<file path="src/rtl/mult_div_unit.sv">
// mult_div_unit: multi-cycle signed multiply (radix-2 Booth) and divide
// (restoring, on magnitudes) writing the HI/LO register pair.
// Optional macro MULTDIV_UNSIGNED_EN adds an Unsigned input selecting
// MULTU/DIVU behaviour; without it every operation is signed.
module mult_div_unit #(
    parameter int WIDTH = 32,
    parameter int CNT_W = 6
) (
    input  logic             clk,
    input  logic             reset,
    input  logic             MultCtrl,
    input  logic             DivCtrl,
`ifdef MULTDIV_UNSIGNED_EN
    input  logic             Unsigned,
`endif
    input  logic [WIDTH-1:0] A,
    input  logic [WIDTH-1:0] B,
    output logic [WIDTH-1:0] HI,
    output logic [WIDTH-1:0] LO,
    output logic             busy,
    output logic             done,
    output logic             DivZero
);
    typedef enum logic [1:0] {IDLE, MULT_RUN, DIV_RUN, DONE} state_t;

    state_t             state_reg, state_next;
    logic [CNT_W-1:0]   cnt_reg;
    logic [WIDTH:0]     p_hi_reg;   // Booth accumulator / division remainder
    logic [WIDTH-1:0]   p_lo_reg;   // multiplier bits / dividend-quotient shifter
    logic [WIDTH-1:0]   m_reg;      // multiplicand / divisor magnitude
    logic               q1_reg, neg_q_reg, neg_r_reg;
    logic [WIDTH-1:0]   hi_reg, lo_reg;
    logic               busy_reg, done_reg, div_zero_reg;

    logic               uns_reg;    // operation is unsigned (always 0 without the option)
    logic               uns_in;
`ifdef MULTDIV_UNSIGNED_EN
    assign uns_in = Unsigned;
`else
    assign uns_in = 1'b0;
`endif

    logic               last_iter;
    logic [WIDTH:0]     m_ext, mult_sum, mult_hi_next;
    logic [WIDTH-1:0]   mult_lo_next;
    logic [WIDTH:0]     div_shifted;
    logic [WIDTH+1:0]   div_diff;
    logic               div_ge;
    logic [WIDTH-1:0]   div_rem_next, div_quo_next, quo_final, rem_final;
    logic [WIDTH-1:0]   abs_a, abs_b;

    assign last_iter = (cnt_reg == CNT_W'(WIDTH - 1));
    assign abs_a     = (!uns_in && A[WIDTH-1]) ? -A : A;
    assign abs_b     = (!uns_in && B[WIDTH-1]) ? -B : B;

    // State register
    always_ff @(posedge clk) begin
        if (!reset) state_reg <= IDLE;
        else        state_reg <= state_next;
    end

    // Next-state logic; divide by zero skips the iterations entirely
    always_comb begin
        state_next = state_reg;
        case (state_reg)
            IDLE: begin
                if (MultCtrl)     state_next = MULT_RUN;
                else if (DivCtrl) state_next = (B == '0) ? DONE : DIV_RUN;
            end
            MULT_RUN: if (last_iter) state_next = DONE;
            DIV_RUN:  if (last_iter) state_next = DONE;
            DONE:     state_next = IDLE;
            default:  state_next = IDLE;
        endcase
    end

    // One multiply step: Booth add/sub (or plain shift-add when unsigned) then shift
    always_comb begin
        m_ext    = uns_reg ? {1'b0, m_reg} : {m_reg[WIDTH-1], m_reg};
        mult_sum = p_hi_reg;
        if (uns_reg) begin
            if (p_lo_reg[0]) mult_sum = p_hi_reg + m_ext;
            mult_hi_next = {1'b0, mult_sum[WIDTH:1]};
        end else begin
            case ({p_lo_reg[0], q1_reg})
                2'b01:   mult_sum = p_hi_reg + m_ext;
                2'b10:   mult_sum = p_hi_reg - m_ext;
                default: mult_sum = p_hi_reg;
            endcase
            mult_hi_next = {mult_sum[WIDTH], mult_sum[WIDTH:1]};
        end
        mult_lo_next = {mult_sum[0], p_lo_reg[WIDTH-1:1]};
    end

    // One restoring-division step plus final sign correction
    always_comb begin
        div_shifted  = {p_hi_reg[WIDTH-1:0], p_lo_reg[WIDTH-1]};
        div_diff     = {1'b0, div_shifted} - {2'b00, m_reg};
        div_ge       = ~div_diff[WIDTH+1];
        div_rem_next = div_ge ? div_diff[WIDTH-1:0] : div_shifted[WIDTH-1:0];
        div_quo_next = {p_lo_reg[WIDTH-2:0], div_ge};
        quo_final    = neg_q_reg ? -div_quo_next : div_quo_next;
        rem_final    = neg_r_reg ? -div_rem_next : div_rem_next;
    end

    // Datapath: operand capture, iteration, and HI/LO write on DONE entry
    always_ff @(posedge clk) begin
        if (!reset) begin
            cnt_reg      <= '0;
            p_hi_reg     <= '0;
            p_lo_reg     <= '0;
            m_reg        <= '0;
            q1_reg       <= 1'b0;
            neg_q_reg    <= 1'b0;
            neg_r_reg    <= 1'b0;
            uns_reg      <= 1'b0;
            hi_reg       <= '0;
            lo_reg       <= '0;
            busy_reg     <= 1'b0;
            done_reg     <= 1'b0;
            div_zero_reg <= 1'b0;
        end else begin
            done_reg     <= 1'b0;
            div_zero_reg <= 1'b0;
            case (state_reg)
                IDLE: begin
                    if (MultCtrl) begin
                        m_reg    <= A;
                        p_lo_reg <= B;
                        p_hi_reg <= '0;
                        q1_reg   <= 1'b0;
                        uns_reg  <= uns_in;
                        cnt_reg  <= '0;
                        busy_reg <= 1'b1;
                    end else if (DivCtrl) begin
                        if (B == '0) begin
                            done_reg     <= 1'b1;
                            div_zero_reg <= 1'b1;
                        end else begin
                            m_reg     <= abs_b;
                            p_lo_reg  <= abs_a;
                            p_hi_reg  <= '0;
                            neg_q_reg <= !uns_in && (A[WIDTH-1] ^ B[WIDTH-1]);
                            neg_r_reg <= !uns_in && A[WIDTH-1];
                            uns_reg   <= uns_in;
                            cnt_reg   <= '0;
                            busy_reg  <= 1'b1;
                        end
                    end
                end
                MULT_RUN: begin
                    p_hi_reg <= mult_hi_next;
                    p_lo_reg <= mult_lo_next;
                    q1_reg   <= p_lo_reg[0];
                    cnt_reg  <= cnt_reg + CNT_W'(1);
                    if (last_iter) begin
                        hi_reg   <= mult_hi_next[WIDTH-1:0];
                        lo_reg   <= mult_lo_next;
                        busy_reg <= 1'b0;
                        done_reg <= 1'b1;
                    end
                end
                DIV_RUN: begin
                    p_hi_reg <= {1'b0, div_rem_next};
                    p_lo_reg <= div_quo_next;
                    cnt_reg  <= cnt_reg + CNT_W'(1);
                    if (last_iter) begin
                        hi_reg   <= rem_final;
                        lo_reg   <= quo_final;
                        busy_reg <= 1'b0;
                        done_reg <= 1'b1;
                    end
                end
                default: ;
            endcase
        end
    end

    assign HI      = hi_reg;
    assign LO      = lo_reg;
    assign busy    = busy_reg;
    assign done    = done_reg;
    assign DivZero = div_zero_reg;
endmodule

</file>
<file path="config.mk">
export PLATFORM = sky130hd
export DESIGN_NAME = mult_div_unit
export DESIGN_NICKNAME = d
export VERILOG_FILES = /design/src/rtl/mult_div_unit.sv
export SDC_FILE = /design/constraint.sdc
export NUM_CORES = 1
export LEC_CHECK = 0
export ABC_AREA = 1
export BUFFER_PORTS_ARGS = -buffer_cell sky130_fd_sc_hd__buf_4
export CAP_MARGIN = 20
export CELL_PAD_IN_SITES_DETAIL_PLACEMENT = 0
export CELL_PAD_IN_SITES_GLOBAL_PLACEMENT = 1
export CORE_ASPECT_RATIO = 1.1
export CORE_MARGIN = 10
export CORE_UTILIZATION = 30
export CTS_BUF_LIST = sky130_fd_sc_hd__clkbuf_8
export CTS_CLUSTER_SIZE = 8
export DETAILED_ROUTE_END_ITERATION = 8
export HOLD_SLACK_MARGIN = 0.03
export PLACE_DENSITY = 0.62
export RECOVER_POWER = 25
export SLEW_MARGIN = 40
export SYNTH_ARGS = -nofsm -noshare
export SYNTH_HDL_FRONTEND = slang
export SYNTH_SLANG_ARGS = --single-unit
</file>
<file path="constraint.sdc">
create_clock -name clk -period 8.4 [get_ports clk]
set_clock_uncertainty 0.2 [all_clocks]
set_input_delay 2.1 -clock clk [delete_from_list [all_inputs] [get_ports clk]]
set_output_delay 2.1 -clock clk [all_outputs]
set_load 0.005 [all_outputs]
</file>
==> results of run 1 <==
[cell families after synthesis]
kind of cell             synth area share, %
AO/OA/AOI/OAI                           21.7
XOR/XNOR                                5.02
adder cells (fa/ha/maj)                 5.61
buffers and inverters                   12.5
flip-flops                              20.1
AND/OR/NAND/NOR                         35.0
[path summary, 6_finish.rpt]
| check | start | endpoint | slack, ns | cells past startpoint |
|---|---|---|---|---|
| setup / recovery | reset | m_reg[27] | 1.83 | 6 |
| hold / removal | HI[14] | HI[14] | 0.27 | 2 |
| setup reg to reg | p_lo_reg[0] | p_hi_reg[21] | 2.95 | 19 |
| hold reg to reg | HI[14] | HI[14] | 0.27 | 2 |
[area by class of cell]
cell class                      count  area, µm²  share of cell area [%]
Multi-Input combinational cell   2290      11800                    60.9
Inverter                          438       1650                    8.50
Timing Repair Buffer              148       1070                    5.52
Sequential cell                   175       3500                    18.1
Tap cell                          752        941                    4.85
Clock inverter                     15        188                   0.968
Clock buffer                       17        234                    1.21
[cells in the final DEF (no fill, tap or decap), types with 9 or more instances in the layout]
cell and n:
nand2_1 798, inv_1 420, nor2_1 285, a21oi_1 240, o21ai_0 212, nand3_1 207, dfxtp_1 174, buf_4 85
xor2_1 84, ha_1 74, nor3_1 48, nand4_1 46, a31oi_1 46, clkbuf_4 46, o22ai_1 35, o211ai_1 32
o221ai_1 25, nor4_1 17, clkbuf_8 17, xnor2_1 16, or2_2 14, a211oi_1 14, clkbuf_1 14, inv_2 13
a221oi_1 9
[where the power goes]
| group | internal, W | total (W) | switching, W |
|---|---|---|---|
| registers | 0.000970 | 0.00124 | 0.000266 |
| clock network | 0.000229 | 0.000647 | 0.000418 |
| logic | 0.00103 | 0.00370 | 0.00267 |
[worst min-delay path: cells and delay by family (launching register included)]
kind	cells	cell delay [ns]
AOI/OAI and AO/OA	1	0.05
DFF	1	0.32
and+or+nand+nor	1	0.06
[per-layer routing]
metal | up-vias | part of all wire, % | GRT usage, %
met5 | - | 0 | 0
met4 | 0 | 6.4 | 14.2
met3 | 154 | 4.1 | 2.80
met2 | 607 | 50 | 42.0
met1 | 9492 | 39 | 26.2
li1 | 10077 | - | -
[through the flow]
stage / util (%) / setup WS, ns / cell area [µm²]
global placement: 33.1 / 1.55 / 19000
detailed placement: 33.1 / 1.33 / 19000
floorplan: - / 3.91 / 17500
finish: 33.7 / 1.83 / 19400
CTS: 33.8 / 1.99 / 19400
global route: 33.7 / 1.49 / 19400
[Yosys cell counts (14+ instances only)]
master | count | share of area (%)
nand2_1 | 798 | 17
inv_1 | 422 | 9.1
nor2_1 | 286 | 6.2
a21oi_1 | 241 | 6.9
o21ai_0 | 212 | 6.1
nand3_1 | 207 | 5.9
dfxtp_1 | 175 | 20
clkbuf_1 | 99 | 2.1
xor2_1 | 84 | 4.2
ha_1 | 75 | 5.4
nor3_1 | 48 | 1.4
a31oi_1 | 46 | 1.6
nand4_1 | 46 | 1.6
o22ai_1 | 35 | 1.3
o211ai_1 | 32 | 1.4
o221ai_1 | 25 | 1.3
buf_1 | 20 | 0.43
nor4_1 | 17 | 0.61
xnor2_1 | 16 | 0.80
a211oi_1 | 14 | 0.60
or2_2 | 14 | 0.50
==> impl_metrics.py, run 1 <==
metrics = {
    "yosys": {
        "seq_area_frac_synth_pct": 20.1,
        "ys_warn_count": 0,
        "yosys_most_used_dff": "dfxtp_1",
        "synth-edff-count": 0,
        "synth_area_per_cell_um2": 5.75,
        "netlist-cell-type-count": 55,
        "postSynthRegisterBits": 175,
        "syn_area_um2": 17500,
        "synth-async-reset-ratio_pct": 0,
        "syn_inst": 3036,
        "synth_nets": 3181,
    },
    "worst_setup_path": {
        "path_class": "in2reg",
        "worstSetupStartpointType": "input port",
        "crit_path_max_fanout": 86,
        "slowest_stage": "clkbuf_1",
        "critical_path.n_buffers_inverters": 4,
        "timing.critical_path.max_delay_family": "buffers and inverters",
        "crit_chain": "clkbuf_1, clkinv_2, buf_6, a21oi_1, o21ai_0, inv_1",
        "critPathMaxStageDelay_ns": 2.69,
        "worstSetupEndpointType": "flop",
        "required_ns": 8.71,
        "critPathArrivalTime_ns": 6.88,
    },
    "clock_tree": {
        "cts.reportedPaths.clkPinSlew_ns": 0.12,
        "buffers_inserted_by_post_cts_timing_repair": 0,
        "worst_skew_pair.late_latency_ns": 0.57,
        "cts_tree": "built",
        "cts_sinks": 175,
        "cts.path.max_buffers": 2,
        "h_tree_levels": 4,
        "hold_buffers": 0,
        "cts_resized": 0,
        "clock_tree_root": "clkbuf_8",
        "numCtsBuffers": 17,
    },
    "global_routing": {
        "track_usage_pct": 23.4,
        "grt-ovfl-total": 0,
        "grt_max_degree": 93,
        "grt_first_pass_wirelength_um": 123000,
        "grt_pass1_vias": 20161,
        "number_of_antenna_violations_at_the_first_check_in_global_routing": 0,
    },
    "min_path": {
        "hold_class": "reg2reg",
    },
    "placement": {
        "gp_routability_congestion": 0.964,
        "cells_after_dpl": 3803,
        "port-buffer-count": 134,
        "place.detailed.hpwl_um": 65900,
    },
    "sta": {
        "ratio_of_final_minimum_period_to_clock_period_pct": 78.2,
        "timing.final.crit_period_ns": 6.57,
        "finalHoldWorstSlack_ns": 0.271,
        "max_freq_mhz": 152,
        "grt_setup_unrepaired": "false",
        "finalSetupTns_ns": 0,
        "final_hold_viol_count": 0,
        "slew_violations": 77,
        "max_slew_margin_pct": -160,
        "tightestPinTransition_ns": 3.90,
        "finalSetupViolations": 0,
    },
    "flow_run": {
        "timing.max_cap.violations": 1,
    },
    "power_and_ir_drop": {
        "cellPowerDensity_nw_per_um2": 288,
        "totalPowerFinal_w": 0.00558,
        "peakVddDrop_mv": 0.177,
        "leakagePower_nw": 9.00,
    },
    "route": {
        "route.detailed.drc": 0,
        "route.detailed.vias_per_inst": 5.30,
        "via_count": 20330,
        "final_wirelength_um": 82100,
        "drt_first_iter_violations": 1489,
        "post_drt_wl_per_cell_um": 21.4,
        "final_antenna_net_count": 0,
        "drt_pass1_iterations": 7,
    },
    "floorplanning": {
        "core-area_um2": 57400,
        "dieWidth_um": 250,
        "io_pins": 135,
        "overall_die_height_um": 273,
        "initial_cell_density_of_the_core_pct": 30.4,
        "die-area_um2": 68200,
        "row_count": 92,
    },
    "outcome": {
        "violations": "max-capacitance violations, max-slew violations",
        "run_status": "complete, but fails checks",
    },
    "layout": {
        "finish.net_count": 3215,
        "filler_cell_count": 6646,
        "final_cells": 3835,
        "diodes": 0,
        "flip_flop_count_of_the_largest_register_all_copies_and_words_added": 33,
        "syn_to_final_growth_pct": 11.1,
        "layout-drive-gt1-share_pct": 7.33,
    },
}
Note: power is estimated with default switching activity, not from simulation.
==> run 2: changes to the inputs <==
PLACE_DENSITY = 0.64   (was 0.62)
clock period = 5.95 ns   (was 8.4 ns; I/O delays follow)
==> impl_metrics.py, run 2 (same netlist as run 1, synthesis figures left out) <==
metrics = {
    "worst_setup_path": {
        "path_class": "reg2reg",
        "crit_chain": "inv_1, ha_1, nand4_1, nor3_1, nand2_1, nor3_1, nand2_1, nor3_2, nand4_1, nor2_1, a21oi_1, xor2_1, ha_1, a21oi_1, o21ai_0, a211oi_1, o21ai_0, xor2_1, nand2_1, o21ai_0, o21ai_0, inv_1, nand2_1, a21oi_1",
        "crit_path_max_fanout": 5,
        "r2r_slack_ns": 0.65,
        "slowest_stage": "dfxtp_1",
        "timing.rr.end": "HI[26]",
        "required_ns": 6.20,
        "worstSetupEndpoint": "HI[26]",
        "critPathMaxStageDelay_ns": 0.37,
        "worst-path-stages": 24,
        "critical_path.n_buffers_inverters": 2,
        "crit_start": "m_reg[1]",
        "critPathArrivalTime_ns": 5.55,
        "r2r_cells": 24,
        "worstSetupEndpointType": "flop",
        "timing.critical_path.max_delay_family": "simple AND/OR/NAND/NOR gates",
        "timing.rr.start": "m_reg[1]",
        "worstSetupStartpointType": "flop",
    },
    "route": {
        "drt_first_iter_violations": 1496,
        "final_wirelength_um": 79800,
        "final_antenna_net_count": 0,
        "drt_pass1_iterations": 6,
        "route.detailed.vias_per_inst": 5.32,
        "via_count": 20463,
        "route.detailed.drc": 0,
        "post_drt_wl_per_cell_um": 20.7,
    },
    "sta": {
        "finalSetupViolations": 0,
        "finalSetupTns_ns": 0,
        "final_hold_viol_count": 0,
        "grt_setup_unrepaired": "false",
        "max_slew_margin_pct": 40.8,
        "slew_violations": 0,
        "ratio_of_final_minimum_period_to_clock_period_pct": 89.1,
        "timing.final.crit_period_ns": 5.30,
        "finalHoldWorstSlack_ns": 0.270,
        "max_freq_mhz": 189,
        "tightestPinTransition_ns": 0.883,
    },
    "layout": {
        "layout-drive-gt1-share_pct": 7.72,
        "mostFrequentLayoutCells": "nand2_1, inv_1, nor2_1, a21oi_1, o21ai_0",
        "finish.net_count": 3228,
        "flip_flop_count_of_the_largest_register_all_copies_and_words_added": 33,
        "syn_to_final_growth_pct": 11.6,
        "layout_commonest_cell": "nand2_1",
    },
    "power_and_ir_drop": {
        "cellPowerDensity_nw_per_um2": 404,
        "peakVddDrop_mv": 0.261,
        "leakagePower_nw": 9.04,
        "totalPowerFinal_w": 0.00787,
    },
    "min_path": {
        "hold_class": "reg2reg",
    },
    "clock_tree": {
        "clock_tree_root": "clkbuf_8",
        "numCtsBuffers": 17,
        "cts.reportedPaths.clkPinSlew_ns": 0.11,
        "cts_sinks": 175,
        "worst_skew_pair.late_latency_ns": 0.59,
        "cts_tree": "built",
        "h_tree_levels": 4,
        "cts.path.max_buffers": 2,
        "hold_buffers": 0,
    },
    "global_routing": {
        "global_route.peak_usage_layer": "met2",
        "grt-ovfl-total": 0,
        "groute.layer.met1.usage_pct": 25.6,
        "grt_first_pass_wirelength_um": 119000,
        "grt_use_met2_pct": 41.7,
        "track_usage_pct": 22.5,
        "grt_max_degree": 93,
        "grt_pass1_vias": 19747,
        "number_of_antenna_violations_at_the_first_check_in_global_routing": 1,
        "met3_usage_pct": 2.71,
    },
    "floorplanning": {
        "overall_die_height_um": 273,
        "row_count": 92,
        "initial_cell_density_of_the_core_pct": 30.4,
        "io_pins": 135,
        "die-area_um2": 68200,
        "core-area_um2": 57400,
        "dieWidth_um": 250,
    },
    "placement": {
        "gp_routability_congestion": 0.974,
        "place.detailed.hpwl_um": 63500,
        "port-buffer-count": 134,
    },
    "outcome": {
        "run_status": "completed",
    },
    "flow_run": {
        "timing.max_cap.violations": 0,
    },
}
-- run 2: changes by cell type in the layout (fill, tap and decap cells not counted), sizes merged --
cell,change
clkinvlp,+2
buf,+13
clkinv,-2
diode,+2
-- run 2: repair_timing --
item,4_1_cts,5_1_grt
endpoints found under the hold margin,0,0
resized for setup,0,2
buffers inserted,0,0
endpoints found under the setup margin,0,1
-- run 2: stage by stage --
stage / worst slack (ns) / utilization [%] / area, µm² / std cells
after detailed placement: 0.596 / 33.3 / 19100 / 3816
after global placement: 0.665 / 33.3 / 19100 / 3816
after floorplan: 2.01 / - / 17500 / 3036
final: 0.650 / 33.9 / 19500 / 3850
after global routing: 0.177 / 33.9 / 19500 / 3848
after CTS: 0.559 / 34.0 / 19500 / 3848
-- run 2: worst reg2reg max path, stage by stage (launching register included) --
cell and delay, ns:
dfxtp_1 0.37, inv_1 0.10, ha_1 0.19, nand4_1 0.15, nor3_1 0.32, nand2_1 0.13
nor3_1 0.20, nand2_1 0.15, nor3_2 0.34, nand4_1 0.22, nor2_1 0.22, a21oi_1 0.11
xor2_1 0.24, ha_1 0.34, a21oi_1 0.22, o21ai_0 0.25, a211oi_1 0.27, o21ai_0 0.23
xor2_1 0.24, nand2_1 0.09, o21ai_0 0.20, o21ai_0 0.21, inv_1 0.05, nand2_1 0.07
a21oi_1 0.05
-- run 2: final cells by class --
type / instances / area, µm²
Clock buffer: 17 / 234
Antenna cell: 2 / 5.00
Multi-Input combinational cell: 2290 / 11800
Sequential cell: 175 / 3500
Tap cell: 752 / 941
Fill cell: 6531 / 38000
Clock inverter: 15 / 171
Timing Repair Buffer: 161 / 1160
Inverter: 438 / 1650
-- run 2: worst min-delay path by stage --
stage,depth (start not counted),endpoint,startpoint
floorplan,2,q1_reg,q1_reg
global placement,2,HI[31],HI[31]
detailed placement,2,HI[14],HI[14]
CTS,2,HI[14],HI[14]
global route,2,HI[22],HI[22]
finish,2,HI[17],HI[17]
-- run 2: report_power, final --
group	leakage [nW]	switching (W)	internal [W]	total, W
combinational	7.42	0.00379	0.00148	0.00527
clock	0.194	0.000583	0.000317	0.000901
sequential	1.42	0.000331	0.00137	0.00170
total	9.04	0.00470	0.00317	0.00787
-- run 2: layer usage --
layer,vias up,routed length (µm)
met5,-,0
met4,0,3190
met3,117,3620
met2,636,40600
met1,9597,32300
li1,10113,-
